<file path="config.mk">
export PLATFORM = sky130hd
export DESIGN_NAME = tile_out_capture
export DESIGN_NICKNAME = d
export VERILOG_FILES = /design/src/rtl/tile_cap_pkg.sv /design/src/rtl/tile_cap_fifo.sv /design/src/rtl/tile_out_capture.sv
export SDC_FILE = /design/constraint.sdc
export NUM_CORES = 1
export LEC_CHECK = 0
export BUFFER_PORTS_ARGS = -buffer_cell sky130_fd_sc_hd__buf_4
export CAP_MARGIN = 20
export CORE_ASPECT_RATIO = 0.7
export CORE_MARGIN = 2
export CORE_UTILIZATION = 35
export DETAILED_ROUTE_END_ITERATION = 8
export SLEW_MARGIN = 20
export SYNTH_ARGS = -nofsm -noshare
export SYNTH_HDL_FRONTEND = slang
export SYNTH_SLANG_ARGS = --single-unit
export TNS_END_PERCENT = 20
</file>
<file path="constraint.sdc">
create_clock -name clk -period 5.5 [get_ports clk]
set_clock_uncertainty 0.1 [all_clocks]
set_input_delay 0.275 -clock clk [delete_from_list [all_inputs] [get_ports clk]]
set_output_delay 0.275 -clock clk [all_outputs]
set_load 0.05 [all_outputs]
</file>
<file path="src/rtl/tile_cap_pkg.sv">
// Shared types and parameter defaults for the tile output capture block.
package tile_cap_pkg;

    localparam int DEPTH_DEF      = 4;
    localparam int TS_W_DEF       = 16;
    localparam int STABLE_CYC_DEF = 2;

    typedef enum logic {
        FLT_IDLE    = 1'b0,
        FLT_QUALIFY = 1'b1
    } flt_state_t;

    // Layout of one captured event at the default timestamp width; the FIFO
    // stores entries packed in this same {value, ts} order.
    typedef struct packed {
        logic [7:0]          value;
        logic [TS_W_DEF-1:0] ts;
    } tile_event_t;

endpackage

</file>
<file path="src/rtl/tile_cap_fifo.sv">
// Event FIFO with a combinational head, simultaneous push/pop when full and a sticky drop flag.
module tile_cap_fifo
    import tile_cap_pkg::*;
#(
    parameter int DEPTH = DEPTH_DEF,
    parameter int W     = 8 + TS_W_DEF
) (
    input  logic         clk,
    input  logic         rst,
    input  logic         push,
    input  logic [W-1:0] push_data,
    input  logic         ready,
    input  logic         clear_ovf,
    output logic         valid,
    output logic [W-1:0] head_data,
    output logic         overflow
);

    localparam int AW = (DEPTH > 1) ? $clog2(DEPTH) : 1;
    localparam logic [AW:0] DEPTH_C = (AW + 1)'(DEPTH);

    logic [W-1:0]  mem [DEPTH];
    logic [AW-1:0] wr_ptr_reg;
    logic [AW-1:0] rd_ptr_reg;
    logic [AW:0]   count_reg;
    logic [AW:0]   count_next;
    logic          overflow_reg;
    logic          full;
    logic          empty;
    logic          do_push;
    logic          do_pop;
    logic          drop;

    assign empty   = (count_reg == '0);
    assign full    = (count_reg == DEPTH_C);
    assign do_pop  = ready && !empty;
    // A full FIFO still takes a push when the head leaves on the same edge.
    assign do_push = push && (!full || do_pop);
    assign drop    = push && full && !do_pop;

    always_comb begin
        count_next = count_reg;
        case ({do_push, do_pop})
            2'b10:   count_next = count_reg + (AW + 1)'(1);
            2'b01:   count_next = count_reg - (AW + 1)'(1);
            default: count_next = count_reg;
        endcase
    end

    always_ff @(posedge clk) begin
        if (do_push) begin
            mem[wr_ptr_reg] <= push_data;
        end
    end

    always_ff @(posedge clk) begin
        if (rst) begin
            wr_ptr_reg   <= '0;
            rd_ptr_reg   <= '0;
            count_reg    <= '0;
            overflow_reg <= 1'b0;
        end else begin
            if (do_push) begin
                wr_ptr_reg <= wr_ptr_reg + AW'(1);
            end
            if (do_pop) begin
                rd_ptr_reg <= rd_ptr_reg + AW'(1);
            end
            count_reg <= count_next;
            // A drop wins over a same-cycle clear so no lost event goes unreported.
            if (drop) begin
                overflow_reg <= 1'b1;
            end else if (clear_ovf) begin
                overflow_reg <= 1'b0;
            end
        end
    end

    assign valid     = !empty;
    assign head_data = empty ? '0 : mem[rd_ptr_reg];
    assign overflow  = overflow_reg;

endmodule

</file>
<file path="src/rtl/tile_out_capture.sv">
// Synchronizes and debounces a microtile output bus, timestamps each accepted change and queues it.
module tile_out_capture
    import tile_cap_pkg::*;
#(
    parameter int DEPTH      = DEPTH_DEF,
    parameter int TS_W       = TS_W_DEF,
    parameter int STABLE_CYC = STABLE_CYC_DEF
) (
    input  logic            clk,
    input  logic            rst,
    input  logic [7:0]      uo_out_i,
    input  logic            arm,
    output logic [7:0]      level,
    output logic            ev_valid,
    input  logic            ev_ready,
    output logic [7:0]      ev_data,
    output logic [TS_W-1:0] ev_ts,
    output logic            overflow,
    input  logic            clear_ovf
);

    localparam int EV_W = 8 + TS_W;
    localparam logic [3:0] CNT_LAST = 4'(STABLE_CYC - 1);

    logic [7:0]      s1_reg;
    logic [7:0]      s2_reg;
    logic [7:0]      level_reg;
    logic [7:0]      level_next;
    logic [7:0]      cand_reg;
    logic [7:0]      cand_next;
    logic [3:0]      cnt_reg;
    logic [3:0]      cnt_next;
    flt_state_t      state_reg;
    flt_state_t      state_next;
    logic [TS_W-1:0] ts_reg;
    logic            update;
    logic            push;
    logic [EV_W-1:0] push_data;
    logic [EV_W-1:0] head_data;

    // cnt holds how many consecutive samples have already matched the candidate;
    // the current sample completes qualification when cnt reaches STABLE_CYC-1.
    always_comb begin
        state_next = state_reg;
        level_next = level_reg;
        cand_next  = cand_reg;
        cnt_next   = cnt_reg;
        update     = 1'b0;
        case (state_reg)
            FLT_IDLE: begin
                if (s2_reg != level_reg) begin
                    if (STABLE_CYC == 1) begin
                        level_next = s2_reg;
                        update     = 1'b1;
                    end else begin
                        cand_next  = s2_reg;
                        cnt_next   = 4'd1;
                        state_next = FLT_QUALIFY;
                    end
                end
            end
            FLT_QUALIFY: begin
                if (s2_reg != cand_reg) begin
                    if (s2_reg != level_reg) begin
                        cand_next = s2_reg;
                        cnt_next  = 4'd1;
                    end else begin
                        state_next = FLT_IDLE;
                    end
                end else if (cnt_reg == CNT_LAST) begin
                    level_next = cand_reg;
                    update     = 1'b1;
                    state_next = FLT_IDLE;
                end else begin
                    cnt_next = cnt_reg + 4'd1;
                end
            end
            default: state_next = FLT_IDLE;
        endcase
    end

    always_ff @(posedge clk) begin
        if (rst) begin
            s1_reg    <= 8'h00;
            s2_reg    <= 8'h00;
            level_reg <= 8'h00;
            cand_reg  <= 8'h00;
            cnt_reg   <= 4'd0;
            state_reg <= FLT_IDLE;
            ts_reg    <= '0;
        end else begin
            s1_reg    <= uo_out_i;
            s2_reg    <= s1_reg;
            level_reg <= level_next;
            cand_reg  <= cand_next;
            cnt_reg   <= cnt_next;
            state_reg <= state_next;
            ts_reg    <= ts_reg + TS_W'(1);
        end
    end

    // The timestamp is the counter value seen on the edge that moves level.
    assign push      = update && arm;
    assign push_data = {level_next, ts_reg};

    tile_cap_fifo #(
        .DEPTH (DEPTH),
        .W     (EV_W)
    ) u_fifo (
        .clk       (clk),
        .rst       (rst),
        .push      (push),
        .push_data (push_data),
        .ready     (ev_ready),
        .clear_ovf (clear_ovf),
        .valid     (ev_valid),
        .head_data (head_data),
        .overflow  (overflow)
    );

    assign level   = level_reg;
    assign ev_data = head_data[EV_W-1:TS_W];
    assign ev_ts   = head_data[TS_W-1:0];

endmodule

</file>
# == After elaboration in Yosys (flattened, before gate mapping) ==
# Memory sizes are Yosys's and may differ from the RTL's. A register that Yosys moved wholly into a read port is not among the register bits.
# Index checks and enable logic that the tools add are counted.
# totals
wordCells,64
reg_bits,61
mem_count,1
inputBits,13
output_inout_bits,34
mem_bits_rw,96
# mem_list
memory,depth,word_bits,rd,rd_clocked_by_memory_dff,write_ports,line_no,rtl
u_fifo.mem,4,24,1,1,1,tile_cap_fifo.sv:22,logic [W-1:0] mem [DEPTH];
# op_classes
bitwise,1
add_sub_neg,6
reduce_logical,12
n_mux,25
eq_ne,8
# op_table
op,count
$mux 8,5
$mux 24,1
$add 16x1->16 const B,1
$ne 8x8->1,2
$pmux 8 s2,1
$mux 4,3
$mux 1,10
$pmux 4 s2,1
$pmux 3 s2,1
$logic_and 1x1->1,5
$add 2x1->2 const B,2
$add 4x1->4 const B,1
$eq 4x1->1 const B,1
$mux 2,2
$reduce_bool 2->1,2
$add 3x1->3 const B,1
$eq 3x3->1 const B,1
$logic_not 1->1,3
$logic_not 3->1,1
$ne 3x3->1 const B,1
$sub 3x1->3 const B,1
$eq 2x1->1 const B,1
$eq 2x2->1 const B,1
$ne 2x1->1 const B,1
other kinds (3),3

# == Longest topological paths before layout ==
# Gate-level depths: netlist of the first run.
# depth
ltp_word,8
depth_mapped,9
mapped_depth_nobuf,9

# == Modules after synthesis ==
# A second synthesis of the first run with hierarchy kept.
# unflattened
hier_cells,430
hier_area_um2,6387.4
# by_module_without_submodules
mod,instances,cells_per_inst,area_each_um2
tile_cap_fifo,1,210,4189.0
tile_out_capture,1,220,2198.4

# == Worst setup path before layout of the first run ==
# No wires, ideal clock.
# synth_timing
path_type,flip-flop to flip-flop
from,register s2_reg[1]
to,"memory u_fifo.mem[0][0] (netlist name), enable pin"
path_buffers,0
t_required_ps,5017
synth_period_minus_slack_ps,2509
setup_slack_ps,2991
stages_incl_launch_ff,6
arrival_time_ps,2026
cell_sequence,dfxtp_1 xnor2_1 nand4_1 or3_4 nor3_4 and2_1
# synth_between
elab_chain_cells,7
# synth_lines
element,line_no,rtl
start: declaration,tile_out_capture.sv:26,logic [7:0] s2_reg;
start signal: assignment,tile_out_capture.sv:93,s2_reg <= s1_reg;
$ne 8x8->1,tile_out_capture.sv:63,if (s2_reg != cand_reg) begin
$mux 1,tile_out_capture.sv:63,
$mux 1,tile_out_capture.sv:49,case (state_reg)
$logic_and 1x1->1,tile_out_capture.sv:103,assign push = update && arm;
$logic_and 1x1->1,tile_cap_fifo.sv:38,assign do_push = push && (!full || do_pop);
$mux 1,tile_cap_fifo.sv:51,if (do_push) begin
$mux 1 (not written as such),tile_cap_fifo.sv:52,mem[wr_ptr_reg] <= push_data;
end: declaration,tile_cap_fifo.sv:22,
# Every way passes these cells.

# == Worst setup path after layout of the first run ==
# layout_timing
from,register u_fifo.count_reg[0]
to,register u_fifo.count_reg[2]
# layout_between
elab_chain_cells,7
elab_cells_between_ends,13
classes_between,add/sub (2); eq/ne (3); mux (1); reduce/logical (7)
# layout_lines
element,line_no,rtl
start: declaration,tile_cap_fifo.sv:25,logic [AW:0] count_reg;
start signal: assignment,tile_cap_fifo.sv:69,count_reg <= count_next;
$logic_not 3->1,tile_cap_fifo.sv:34,assign empty = (count_reg == '0);
$logic_not 1->1,tile_cap_fifo.sv:36,assign do_pop = ready && !empty;
$logic_and 1x1->1,tile_cap_fifo.sv:36,
$logic_or 1x1->1,tile_cap_fifo.sv:38,
$logic_and 1x1->1,tile_cap_fifo.sv:38,
$eq 2x1->1 / $eq 2x2->1 (equally long branches),tile_cap_fifo.sv:43,"case ({do_push, do_pop})"
$pmux 3 s2 / $reduce_bool 2->1 (equally long branches),n/a,
# Several ways; a longest one is shown, not always the timed one.
# A chain may end at the register's enable or synchronous reset.

==> results of run 1 <==
[cell type report]
type,instances,area (um^2)
Fill cell,1551,9840
Sequential cell,159,4140
Multi-Input combinational cell,237,2050
Timing Repair Buffer,60,470
Clock buffer,17,425
Tap cell,231,289
Clock inverter,15,144
Inverter,3,11.3
[cell usage after synthesis (all sizes together) (2+ instances only)]
cell type	n
and2	29
mux2i	10
a21oi	4
nor2	41
nand3b	3
edfxtp	96
o21ai	3
xnor2	12
ha	7
a31oi	2
mux4	24
o21a	2
buf	4
nand4	4
clkbuf	13
nand3	12
nor3	3
nor4	3
inv	3
nor2b	19
xor2	21
and2b	7
or3	4
nand2	9
dfxtp	63
mux2	9
[metal layers]
layer,GRT usage (%),up-vias,part of all wire (%)
li1,-,1632,-
met4,4.39,0,0.77
met1,17.0,1710,48
met2,21.5,62,48
met3,3.72,7,3.4
met5,0,-,0
[power groups by stage]
| stage | combinational (mW) | clock [mW] | sequential (mW) |
|---|---|---|---|
| finish | 0.277 | 1.12 | 1.28 |
| global route | 0.297 | 1.19 | 1.29 |
| CTS | 0.282 | 1.14 | 1.28 |
| detailed placement | 0.276 | 0 | 1.31 |
| global placement | 0.274 | 0 | 1.31 |
| floorplan | 0.204 | 0 | 1.31 |
[through the flow]
step           utilization, %  hold slack [ns]
2_1_floorplan               -            0.303
4_1_cts                  43.4           0.0515
5_1_grt                  43.4           0.0885
3_5_place_dp             39.6            0.326
3_3_place_gp             39.6            0.328
6_report                 43.4           0.0707
[final timing paths]
path                                                        from                          endpoint  slack (ns)  depth (start not counted)
worst min register to register              s1_reg[1]$_SDFF_PP0_              s2_reg[1]$_SDFF_PP0_        0.34                          1
worst min-delay path                                   clear_ovf      u_fifo.overflow$_SDFFE_PP0P_        0.07                          4
worst max-delay path            u_fifo.count_reg[0]$_SDFFE_PP0P_  u_fifo.count_reg[2]$_SDFFE_PP0P_        2.55                          7
worst max register to register  u_fifo.count_reg[0]$_SDFFE_PP0P_  u_fifo.count_reg[2]$_SDFFE_PP0P_        2.55                          7
[kinds of logic after synthesis]
logic type,after synthesis
AO/OA/AOI/OAI,14
adder cells (fa/ha/maj),8
buffers and inverters,20
multiplexers,43
AND/OR/NAND/NOR,139
XOR/XNOR,33
flip-flops,159
[critical path, delay by kind of cell, from the launching register on]
kind | cells | cell delay, ns
AND/OR/NAND/NOR | 4 | 1.67
AO/OA/AOI/OAI | 2 | 0.29
adder cells (fa/ha/maj) | 1 | 0.44
flip-flops | 1 | 0.37
==> impl_results.md, run 1 <==
* CP Cell Sequence: or3_1 -> nand2_1 -> nor2_1 -> fa_1 -> or4b_1 -> a21o_1 -> a31oi_1
* HP Class: input pin to flip-flop
* Post-Synth XOR/XNOR Area at 4.60%
* Area growth syn-to-layout at 19.9%
* Detail-routed via count per cell at 4.72
* Main combinational cell family by area after synthesis: simple AND/OR/NAND/NOR gates
* Max FFs per register at 96
* Final #Nets at 499
* Switching portion of total power at 26.5%
* Die ar. at 19000 um^2
* Async S/R FF share, synth at 0%
* Clock power share at a little over two fifths
* Vias in the first global route at between 3000 and 4000
* Library cells used by synthesis at 44
* Root buf cell: clkbuf_16
* Sequential-to-total area share from yosys stat at about 66%
* All-Layer GR Usage at about an eighth
* Num CTS Buffers at 17
* Top_reg_cell synth: edfxtp_1
* Min Tclk post-route at 2.95 ns
* I/O pins at 47
* Place WS at 2.55 ns
* Leakage at 2.74 nW
* TritonCTS clock tree: yes
* DRT Wirelength at 11500 um
* Final period util at 53.6%
* Post-CTS sizing at 0
* Vias at between 3000 and 4000
* Flop pwr share at between 40% and 50%
* HPWL after DPL at between 7000 and 8000 um
* Gp weighted congestion at between 0.7 and 0.8
* Commonest cells after routing, fill and taps aside: 96 x edfxtp_1, 63 x dfxtp_1, 52 x buf_4
* CTS hold repair buffers at 8
* Synth Area per Inst at 15.1 um^2
* Clk_lat worst skew at 0.42 ns
* Initial Utilization at 36.2%
* Setup crit start kind: flip-flop
* Setup TNS at 0 ns
* Initial antenna violation count at 0
* DP Area at 6880 um^2
* Post-route DRC at 0
* Worst-path fanout max at 28
* Slowest CP cell: or3_1
* Run status: complete, no violations
* Fmax at ~340 MHz
* Placed Cells at roughly 700
* Actual slew at the worst max-slew pin at 0.958 ns
* H-Tree Depth at 4
* Synth Net Count at 437
* Global-route wire length before repair at 18600 um
* Fin area at 7530 um^2
* CP endpoint kind: flip-flop
* EDFF count, synth at 96
* Power consumption at 2.68 mW
* Post-Synth Adder-Cell Area at 1.71%
* Comb pwr share at 10.3%
* Mux cell area share after synthesis at 12.2%
* WL/cell at 16.0 um
* #FFs+latches synth at 159
* Arrival time worst endpoint at 3.19 ns
* Area share of the largest cell type after synthesis at 45.9%
* CTS Buffer Depth at 2
* Setup Buffers After CTS at 0
* Post-route ant nets at 0
* Required @ worst endpoint at approximately 5.7 ns
* Initial DRC count at 207
* Row count at 40
* Worst setup margin at between 2 and 3 ns
* Die W at 164 um
* Largest net degree at the start of global routing at 64
* Area contributors post-synth: edfxtp_1 46%, dfxtp_1 20%, mux4_2 8.6%
* Commonest non-fill, non-tap cell in the layout: edfxtp_1
* Max cap viols at 0
* Switching pwr at 0.712 mW
* Max-slew headroom at between 30% and 40%
* RSZ-0062 raised after global routing: no
* Final Hold Viols at 0
* Clk slew on worst S/H paths at roughly 0.060 ns
* Layout cells sized above 1 at about 25%
* Slowest stage delay, CP at about 0.77 ns
* Post-Syn Area at 6280 um^2
* Final Slew Violations at 0
* Post-Layout Cell Count at around 720
* PwrDens at 356 nW/um^2
* Worst vdd ir at 0.233 mV
* Synth area leader: edfxtp_1
* Int Pwr at about 2.0 mW
* TritonCTS Sinks at ~160
* Cell count after synthesis at about 420
* Simple-gate area share of the yosys netlist at 12.6%
* GRT overflow at 0
* # setup viols final at 0
* CP Class: flip-flop to flip-flop
* First drt pass iteration count at 4
* IO Port Bufs at 46
* Ys Warns at 0
* Ant. Diodes at 0
* Compound-Gate Fraction of Synth Area at 1.41%
* Die height at around 120 um
* Core ar. at 17400 um^2
(Power assumes the default switching activity.)
==> run 2, diff against run 1 <==
Clock period 5.5 ns to 2.57 ns, I/O delays scaled along.
==> run 2 against run 1 <==
Compared with the run above:
- power increased by 120%
- hold slack worse by 0.0098 ns
- flip-flop and latch count unchanged
- clock-buffer cell count rose by 1
- non-clock buffer count grew 10
- wire length shrank 1.4%
- fmax is 20% higher
- die area unchanged
- combinational power grew 120%
- final area grew 2.8%
- critical endpoint unchanged
- largest power group unchanged
==> impl_results.md, run 2 (synthesis results as in run 1) <==
* Run status: complete, no violations
* Clk_lat worst skew at 0.42 ns (about the same)
* TritonCTS clock tree: yes
* IO Port Bufs at 46 (unchanged)
* Largest net degree at the start of global routing at 64 (unchanged)
* H-Tree Depth at 4 (unchanged)
* Final Hold Viols at 0 (unchanged)
* Worst Setup EP: u_fifo.count_reg[2]$_SDFFE_PP0P_
* Ant. Diodes at 0 (unchanged)
* Worst-path fanout max at 4 (-86%)
* Commonest cells after routing, fill and taps aside: 96 x edfxtp_1, 57 x dfxtp_1, 55 x buf_4
* Post-route ant nets at 0 (unchanged)
* Initial DRC count at 171 (-17%)
* Terminus of the critical flop-to-flop path: u_fifo.count_reg[2]$_SDFFE_PP0P_
* PwrDens at 753 nW/um^2 (+110%)
* Reg2reg start: cnt_reg[1]$_SDFFE_PP0P_
* Global-route wire length before repair at 18500 um (-0.37%)
* Hold path start: ev_ready
* Core ar. at 17400 um^2 (unchanged)
* Arrival time worst endpoint at 2.70 ns (-0.49 ns)
* TritonCTS Sinks at 159 (unchanged)
* Required @ worst endpoint at 2.81 ns (-2.93 ns)
* Final #Nets at 509 (+2.0%)
* Detail-routed via count per cell at 4.67 (-1.2%)
* Reg-to-reg setup timing slack at 0.11 ns (-2.44 ns)
* Crit path launch: cnt_reg[1]$_SDFFE_PP0P_
* Setup crit start kind: flip-flop
* Die ar. at 19000 um^2 (unchanged)
* Place WS at 0.0354 ns (-2.52 ns)
* Worst vdd ir at 0.421 mV (+81%)
* I/O pins at 47 (unchanged)
* All-Layer GR Usage at 13.1% (-0.087 points)
* Max cap viols at 0 (unchanged)
* Area growth syn-to-layout at 23.3%
* Root buf cell: clkbuf_16
* DP Area at 7020 um^2 (+2.0%)
* Die height at 116 um (unchanged)
* Min Tclk post-route at 2.46 ns (-0.491 ns)
* Row count at 40 (unchanged)
* Fmax at 407 MHz (+20%)
* Commonest non-fill, non-tap cell in the layout: edfxtp_1
* HP Class: input pin to flip-flop
* CP Class: flip-flop to flip-flop
* GRT overflow at 0 (unchanged)
* Num CTS Buffers at 17 (unchanged)
* R2R cell count at 9 (+2)
* Placed Cells at 690 (+1.2%)
* Final Slew Violations at 0 (unchanged)
* WL/cell at 15.5 um (-2.8%)
* Actual slew at the worst max-slew pin at 0.648 ns (-0.309 ns)
* Leakage at 2.81 nW (+2.9%)
* Max-slew headroom at 56.8% (+21 points)
* # setup viols final at 0 (unchanged)
* Clk slew on worst S/H paths at 0.07 ns (about the same)
* Gp weighted congestion at 0.745 (-1.1%)
* Layout cells sized above 1 at 28.7% (+3.7 points)
* CP endpoint kind: flip-flop
* Fin util at 44.6% (+1.2 points)
* Hold_ws at 0.0609 ns (-0.00980 ns)
* Fin area at 7740 um^2 (+2.8%)
* DRT Wirelength at 11400 um (-1.4%)
* First drt pass iteration count at 5 (+1)
* HPWL after DPL at 7080 um (-0.67%)
* RSZ-0062 raised after global routing: yes
* Vias in the first global route at 3490 (-1.9%)
* Initial Utilization at 36.2% (unchanged)
* Worst setup margin at 0.112 ns (-2.44 ns)
* Die W at 164 um (unchanged)
* Post-route DRC at 0 (unchanged)
* Vias at 3416 (+0.15%)
* Post-Layout Cell Count at 732 (+1.4%)
* Max FFs per register at 96 (unchanged)
* Initial antenna violation count at 0 (unchanged)
* Final period util at 95.7% (+42 points)
* CTS Buffer Depth at 2 (unchanged)
* Fillers at 1539 (-0.77%)
[run 2: repair_timing]
action,CTS,global route
setup buffers,0,1
gates resized for setup,0,13
setup endpoints to repair,0,97
hold buffers,9,0
hold endpoints to repair,9,0
[run 2: critical path, cell delays in order (launching register included)]
cell	delay, ns
dfxtp_1	0.34
inv_1	0.08
ha_1	0.18
nand3_2	0.15
nor4_4	0.26
nor2_1	0.10
fa_2	0.37
or4b_1	0.52
a21o_1	0.17
a31oi_1	0.12
[run 2: layer usage]
layer	share of wire, %	wire, um	up-vias	track usage (%)
li1	-	-	1643	-
met1	50	5710	1717	18.0
met2	46	5220	54	20.1
met3	3.5	400	2	4.08
met4	0.48	55	0	3.57
met5	0	0	-	0
[run 2: power by group]
part | leakage (nW) | internal, mW | switching, mW
Clock | 0.278 | 1.40 | 1.06
Sequential | 1.40 | 2.72 | 0.0329
Combinational | 1.13 | 0.236 | 0.379
[run 2: area by class of cell]
type | count | area, um^2 | area share, %
flip-flops and latches | 159 | 4150 | 53.6
multi-input cells | 237 | 2080 | 26.8
repair buffers | 70 | 623 | 8.05
clock buffers | 18 | 439 | 5.67
well taps | 231 | 289 | 3.73
clock inverters | 14 | 149 | 1.92
inverters | 3 | 11.3 | 0.145
[run 2: worst min path at each step]
stage | endpoint | slack [ns] | depth (start not counted)
3_5_place_dp | s1_reg[6]$_SDFF_PP0_ | 0.24 | 2
3_3_place_gp | s1_reg[6]$_SDFF_PP0_ | 0.24 | 2
5_1_grt | u_fifo.rd_ptr_reg[0]$_SDFFE_PP0P_ | 0.08 | 4
4_1_cts | u_fifo.rd_ptr_reg[1]$_SDFFE_PP0P_ | 0.06 | 4
2_1_floorplan | s1_reg[0]$_SDFF_PP0_ | 0.16 | 1
6_report | u_fifo.rd_ptr_reg[1]$_SDFFE_PP0P_ | 0.06 | 4
[run 2: metrics by stage]
step           total power [mW]  TNS (ns)
2_1_floorplan              3.24         0
3_5_place_dp               3.42         0
6_report                   5.83         0
5_1_grt                    6.05     -1.05
3_3_place_gp               3.41         0
4_1_cts                    5.88         0
